File: config.mk
export PLATFORM = sky130hd
export DESIGN_NAME = ivs_cfg_seq
export DESIGN_NICKNAME = d
export VERILOG_FILES = /design/src/rtl/ivs_cfg_seq.sv
export SDC_FILE = /design/constraint.sdc
export NUM_CORES = 1
export LEC_CHECK = 0
export CORE_MARGIN = 2
export CORE_UTILIZATION = 43
export DETAILED_ROUTE_END_ITERATION = 12
export PLACE_DENSITY_LB_ADDON = 0.25
export SLEW_MARGIN = 20
export SYNTH_ARGS = -nofsm -noshare
export SYNTH_HDL_FRONTEND = slang
export SYNTH_SLANG_ARGS = --single-unit
File: constraint.sdc
create_clock -name hclk -period 1.7 [get_ports hclk]
set_input_delay 0.34 -clock hclk [delete_from_list [all_inputs] [get_ports hclk]]
set_output_delay 0.34 -clock hclk [all_outputs]
set_load 0.01 [all_outputs]
File: src/rtl/ivs_cfg_seq.sv
// AHB-lite write sequencer: optional soft reset, NUM_PAR fetched parameter words, then the control word.
// One transfer outstanding at a time; address and data phases stall on hready, fetches stall on par_vld.
module ivs_cfg_seq #(
  parameter logic [31:0] BASE_ADDR = 32'h0000_0000,
  parameter int          NUM_PAR   = 8
) (
  input  logic        hclk,
  input  logic        hrst_n,
  input  logic        start,
  input  logic        soft_rst_en,
  input  logic [31:0] ctrl_word,
  output logic        par_req,
  output logic [2:0]  par_idx,
  input  logic        par_vld,
  input  logic [31:0] par_data,
  output logic        busy,
  output logic        done,
  output logic        err,
  output logic        hsel,
  output logic [1:0]  htrans,
  output logic        hwrite,
  output logic [31:0] haddr,
  output logic [31:0] hwdata,
  output logic [1:0]  hsize,
  output logic [2:0]  hburst,
  output logic [3:0]  hprot,
  output logic        hready_in,
  input  logic        hready,
  input  logic [1:0]  hresp
);

  typedef enum logic [2:0] {S_IDLE, S_FETCH, S_ADDR, S_DATA, S_FIN} state_t;
  typedef enum logic [1:0] {W_SRST, W_PAR, W_CTRL} wkind_t;

  localparam logic [1:0] HTRANS_IDLE   = 2'b00;
  localparam logic [1:0] HTRANS_NONSEQ = 2'b10;
  localparam logic [1:0] HRESP_ERROR   = 2'b01;
  localparam logic [2:0] LAST_IDX      = 3'(NUM_PAR - 1);

  state_t      state, state_nxt;
  wkind_t      kind, kind_nxt;
  logic [2:0]  idx, idx_nxt;
  logic [31:0] ctrl_q;
  logic [31:0] wr_dat, wr_dat_nxt;
  logic [31:0] addr_nxt;
  logic        start_acc;
  logic        err_set;

  assign hsize     = 2'b10;
  assign hburst    = 3'b000;
  assign hprot     = 4'b0011;
  assign hready_in = hready;

  always_ff @(posedge hclk or negedge hrst_n) begin
    if (!hrst_n) begin
      state <= S_IDLE;
    end else begin
      state <= state_nxt;
    end
  end

  always_comb begin
    state_nxt  = state;
    kind_nxt   = kind;
    idx_nxt    = idx;
    wr_dat_nxt = wr_dat;
    addr_nxt   = haddr;
    start_acc  = 1'b0;
    err_set    = 1'b0;
    unique case (state)
      S_IDLE: begin
        if (start) begin
          start_acc = 1'b1;
          if (soft_rst_en) begin
            state_nxt  = S_ADDR;
            kind_nxt   = W_SRST;
            wr_dat_nxt = 32'h0000_0001;
            addr_nxt   = BASE_ADDR + 32'h004;
          end else begin
            state_nxt = S_FETCH;
            kind_nxt  = W_PAR;
            idx_nxt   = 3'd0;
          end
        end
      end
      S_FETCH: begin
        if (par_req && par_vld) begin
          state_nxt  = S_ADDR;
          wr_dat_nxt = par_data;
          addr_nxt   = BASE_ADDR + 32'h100 + {27'd0, idx, 2'b00};
        end
      end
      S_ADDR: begin
        if (hready) begin
          state_nxt = S_DATA;
        end
      end
      S_DATA: begin
        if (hready) begin
          if (hresp == HRESP_ERROR) begin
            state_nxt = S_FIN;
            err_set   = 1'b1;
          end else begin
            unique case (kind)
              W_SRST: begin
                state_nxt = S_FETCH;
                kind_nxt  = W_PAR;
                idx_nxt   = 3'd0;
              end
              W_PAR: begin
                if (idx == LAST_IDX) begin
                  state_nxt  = S_ADDR;
                  kind_nxt   = W_CTRL;
                  wr_dat_nxt = ctrl_q;
                  addr_nxt   = BASE_ADDR;
                end else begin
                  state_nxt = S_FETCH;
                  idx_nxt   = idx + 3'd1;
                end
              end
              default: state_nxt = S_FIN;
            endcase
          end
        end
      end
      S_FIN:   state_nxt = S_IDLE;
      default: state_nxt = S_IDLE;
    endcase
  end

  // Sequence bookkeeping: which write is in flight and its data.
  always_ff @(posedge hclk or negedge hrst_n) begin
    if (!hrst_n) begin
      kind   <= W_SRST;
      idx    <= 3'd0;
      wr_dat <= 32'd0;
      ctrl_q <= 32'd0;
    end else begin
      kind   <= kind_nxt;
      idx    <= idx_nxt;
      wr_dat <= wr_dat_nxt;
      if (start_acc) begin
        ctrl_q <= ctrl_word;
      end
    end
  end

  // Every output is decoded from the next state so it lines up with the state it belongs to.
  always_ff @(posedge hclk or negedge hrst_n) begin
    if (!hrst_n) begin
      hsel    <= 1'b0;
      htrans  <= HTRANS_IDLE;
      hwrite  <= 1'b0;
      haddr   <= BASE_ADDR;
      hwdata  <= 32'd0;
      par_req <= 1'b0;
      par_idx <= 3'd0;
      busy    <= 1'b0;
      done    <= 1'b0;
      err     <= 1'b0;
    end else begin
      hsel    <= (state_nxt == S_ADDR);
      htrans  <= (state_nxt == S_ADDR) ? HTRANS_NONSEQ : HTRANS_IDLE;
      hwrite  <= (state_nxt == S_ADDR);
      haddr   <= addr_nxt;
      if ((state_nxt == S_DATA) && (state != S_DATA)) begin
        hwdata <= wr_dat;
      end
      par_req <= (state_nxt == S_FETCH);
      par_idx <= idx_nxt;
      busy    <= (state_nxt != S_IDLE);
      done    <= (state_nxt == S_FIN);
      if (start_acc) begin
        err <= 1'b0;
      end else if (err_set) begin
        err <= 1'b1;
      end
    end
  end

endmodule

* Yosys cells after proc, flatten, opt, wreduce, memory -nomap -nowiden
Index checks and enable logic that the tools add are counted.
** Operators by class
- $add $sub $neg :: 2
- Eq/ne operators :: 22
- Multiplexer cells :: 47
- Reductions and logical operators :: 11
** Operators by type and width (number)
- $mux W32 :: 14
- $pmux W32 S3 :: 2
- $mux W3 :: 10
- $pmux W3 S2 :: 3
- $ne A2 B2 Y1 const B :: 8
- $mux W2 :: 7
- $eq A3 B2 Y1 const B :: 4
- $pmux W3 S4 :: 1
- $add A9 B5 Y10 const A :: 1
- $mux W1 :: 8
- $pmux W2 S2 :: 2
- $reduce_and A8 Y1 :: 1
- $reduce_and A7 Y1 :: 1
- $eq A3 B1 Y1 const B :: 2
- $eq A3 B3 Y1 const B :: 2
- $ne A3 B2 Y1 const B :: 2
- $ne A3 B3 Y1 const B :: 2
- $reduce_and A6 Y1 :: 1
- $reduce_bool A3 Y1 :: 2
- $eq A2 B1 Y1 const B :: 2
- $reduce_bool A2 Y1 :: 2
- $add A3 B1 Y3 const B :: 1
- $logic_not A3 Y1 :: 1
- $logic_and A1 B1 Y1 :: 2
- $logic_not A2 Y1 :: 1
** Storage, ports and cells
- Flip-flop bits (word level) :: 143
- Input bits :: 72
- Output and inout bits :: 85
- Word-level logic and storage cells :: 95

* Longest topological paths before layout
- Word-level depth :: 8
- Depth in mapped cells :: 8

* Least setup slack after synthesis
OpenSTA, ideal clock, no wires.
- Path type :: reg2reg
- Start :: register, netlist name par_idx[1]
- End :: register haddr[2]
- Arrival time :: 1.731 ns
- Data required time :: 1.572 ns
- Slack :: -0.158 ns
- Cell stages (with the launch flop) :: 8
- Buffers on the path :: 0
- Period minus slack after synthesis :: 1.858 ns
- Cells stage by stage :: dfrtp_1 -> ha_1 -> ha_1 -> and4b_1 -> o21ai_1 -> a21oi_2 -> o21a_2 -> mux2_1
** RTL lines
- end signal: assignment :: RTL line 165 : haddr <= addr_nxt;
- end: declaration :: RTL line 22 : output logic [31:0] haddr,

==> flow_summary.json <==
{
  "wl_per_cell_um": 17.2,
  "synth.cell_area_mm2": 0.00533,
  "drc": 0,
  "ys.flop_type": "dfrtp_1",
  "crit_required_ns": 1.97,
  "p_int_mw": 8.71,
  "route.met3.wl_um": 1000,
  "wl_met1_um": 6300,
  "num_rows": 40,
  "chipHeight_um": 115,
  "path_cells": "ha_2 > ha_4 > and4b_1 > o21ai_2 > a21oi_4 > o21a_4 > mux2_4",
  "cp_max_fo": 5,
  "worstSetupPathType": "register to register",
  "fin_nets": 752,
  "place_area_mm2": 0.00684,
  "seq_power_share": 0.326,
  "initial_core_util": 0.442,
  "routed.top_layer": "met4",
  "via_per_inst": 5.04,
  "worst_slack_ns": -0.246,
  "ys_types": 49,
  "drtIter0Drc": 237,
  "crit_buf_inv": 0,
  "combinationalPowerShare": 0.421,
  "power.clock.fraction": 0.253,
  "synthCells": 512,
  "grt_pass1_vias": 4463,
  "grtUsageTotal": 0.222,
  "syn_area_per_cell_um2": 10.4,
  "synth-edff-count": 0,
  "place_congestion": 0.830,
  "wl_met2_um": 7350,
  "crit_family": "compound AO/OA/AOI/OAI gates",
  "hp-class": "primary input to asynchronous set/reset pin",
  "layout_min_cycle_time_ns": 1.95,
  "vdd_drop_max_mv": 0.950,
  "place_inst": 807,
  "critPathArrivalTime_ns": 2.22,
  "cts_root_buf": "clkbuf_16",
  "io_buffers": 118,
  "cts_tree": "built",
  "numClockSinks": 113,
  "async_flop_share": 1.00,
  "cts_buffer_depth": 2,
  "endpoint_kind": "register",
  "syn2layout_area_growth_pct": 45.5,
  "crit_path_start_kind": "register",
  "grt.overflow.total": 0,
  "wirelength_um": 14800,
  "setup_violations": 44,
  "dieWidth_um": 115,
  "finalNonFillerCells": 859,
  "dp_hpwl_um": 9670,
  "slowest_delay_ns": 0.35,
  "finalHoldViolations": 0,
  "grt_pass1_wl_um": 22600,
  "final_area_mm2": 0.00775,
  "yosys_warnings": 0,
  "p_per_area_mw_per_mm2": 1710,
  "drv_slew": 0,
  "cts_buffers": 17,
  "io_pins": 157,
  "switching_share": 0.345,
  "antenna_found_initial": 0,
  "period_share": 1.14,
  "p_leak_nw": 3.61,
  "ant_nets": 0,
  "rsz0062_at_grt": "true",
  "diodes": 0,
  "drt_pass1_iterations": 4,
  "clock_latency_ns": 0.40,
  "fmax_ghz": 0.514,
  "skew_ns": 0.0140,
  "die_area_mm2": 0.0133,
  "status": "finished, violations left",
  "clkTransAtPathRegs_ns": 0.05,
  "synth-seq-cells": 113,
  "ys_seq_area_frac": 0.530,
  "core_mm2": 0.0121,
  "cp_slowest_cell": "dfrtp_1",
  "final_layout_size_suffix_gt1_frac": 0.221,
  "p_switching_mw": 4.58,
  "grt_max_degree": 36,
  "vias": 4333,
  "failed_checks": "negative setup slack",
  "setup_tns_ns": -7.52,
  "cts_htree_levels": 4,
  "max_cap_viol_count": 0
}
==> routing by layer <==
| metal | vias up | global-route usage |
|---|---|---|
| met2 | 190 | 0.366 |
| met5 | - | 0 |
| met4 | 0 | 0.0643 |
| met1 | 2124 | 0.294 |
| met3 | 14 | 0.0511 |
| li1 | 2005 | - |
==> layout make-up <==
class | count | area [µm²]
clock buffer | 28 | 517
clock inverter | 4 | 47.5
fill | 976 | 4310
inverter | 36 | 140
multi-input combinational | 324 | 2140
sequential | 113 | 2830
tap | 168 | 210
timing repair buffer | 186 | 1870
==> cells by family (layout without fill, tap and decap cells) <==
family | Yosys count | in the layout | synth area share
fa+ha+maj | 2 | 2 | 0.00469
flops | 113 | 113 | 0.530
compound gates | 92 | 92 | 0.138
mux | 38 | 38 | 0.0798
other cells | 2 | 38 | 0.00141
simple gates | 154 | 154 | 0.127
buf+inv | 111 | 254 | 0.119
==> state kept, by name, summed over array words and instances (netlist names), 2 cells and up <==
name     cells
ctrl_q      32
haddr        4
hwdata      32
kind         2
par_idx      3
state        3
wr_dat      32
==> layout by cell type, fill, tap and decap left out, types with 4 or more instances in the layout <==
master,n
a32oi_1,6
buf_12,8
buf_4,44
buf_6,12
clkbuf_1,6
clkbuf_16,18
clkbuf_8,5
clkdlybuf4s50_1,109
conb_1,38
dfrtp_1,111
dlygate4sd2_1,4
inv_1,35
mux2_1,6
mux2_2,28
nand2_1,123
nor2b_1,4
o2111ai_1,21
o211ai_1,24
o21ai_1,9
==> Yosys cell counts (all sizes together), types with 4 or more instances <==
library cell,n,share of area
nor2b,5,0.0059
buf,59,0.082
a21oi,6,0.0063
and3,4,0.0047
a32oi,7,0.011
o2111ai,24,0.039
nand2,125,0.088
inv,36,0.025
dfrtp,113,0.53
clkbuf,16,0.011
mux2,36,0.076
o211ai,25,0.038
o21ai,13,0.012
==> per-stage QoR <==
step	total power [mW]	utilization	hold WS (ns)	setup WS, ns
6_report	13.3	0.643	0.397	-0.246
5_1_grt	14.0	0.643	0.419	-0.297
3_3_place_gp	8.84	0.567	0.269	-0.455
2_1_floorplan	7.01	-	0.0444	-0.148
4_1_cts	12.7	0.623	0.388	-0.180
3_5_place_dp	9.01	0.567	0.267	-0.546
==> what timing repair did <==
| action | in CTS | in global routing |
|---|---|---|
| hold buffers | 1 | 0 |
| buffers inserted | 4 | 13 |
| cloned | 0 | 2 |
| gates resized for setup | 26 | 27 |
| pin swaps | 4 | 6 |
| hold endpoints to repair | 19 | 0 |
| setup endpoints to repair | 50 | 81 |
==> final timing paths <==
| kind | start | to | slack [ns] | cells after the start |
|---|---|---|---|---|
| max | par_idx[1]$_DFFE_PN0P_ | wr_dat[0]$_DFFE_PN0P_ | -0.25 | 7 |
| min | hrst_n | hwdata[4]$_DFFE_PN0P_ | 0.40 | 2 |
| max reg2reg | par_idx[1]$_DFFE_PN0P_ | wr_dat[0]$_DFFE_PN0P_ | -0.25 | 7 |
| min reg2reg | ctrl_q[16]$_DFFE_PN0P_ | ctrl_q[16]$_DFFE_PN0P_ | 0.47 | 2 |
| max in group asynchronous | hrst_n | state[1]$_DFF_PN0_ | 0.66 | 3 |
| min in group hclk | ctrl_word[30] | ctrl_q[30]$_DFFE_PN0P_ | 0.47 | 3 |
==> worst reg2reg max path, delay by kind of cell (launching register included) <==
family	cells	cell delay, ns
simple gates	1	0.22
flops	1	0.35
fa+ha+maj	2	0.36
mux	1	0.32
compound gates	3	0.58
==> power groups by stage <==
| stage | Sequential (mW) | Clock [mW] | Combinational [mW] |
|---|---|---|---|
| after floorplan | 4.33 | 0 | 2.68 |
| after global placement | 4.32 | 0 | 4.52 |
| after detailed placement | 4.35 | 0 | 4.66 |
| after CTS | 4.32 | 3.41 | 4.96 |
| after global routing | 4.45 | 3.56 | 6.02 |
| final | 4.34 | 3.36 | 5.59 |
Note: power is estimated with default switching activity, not from simulation.
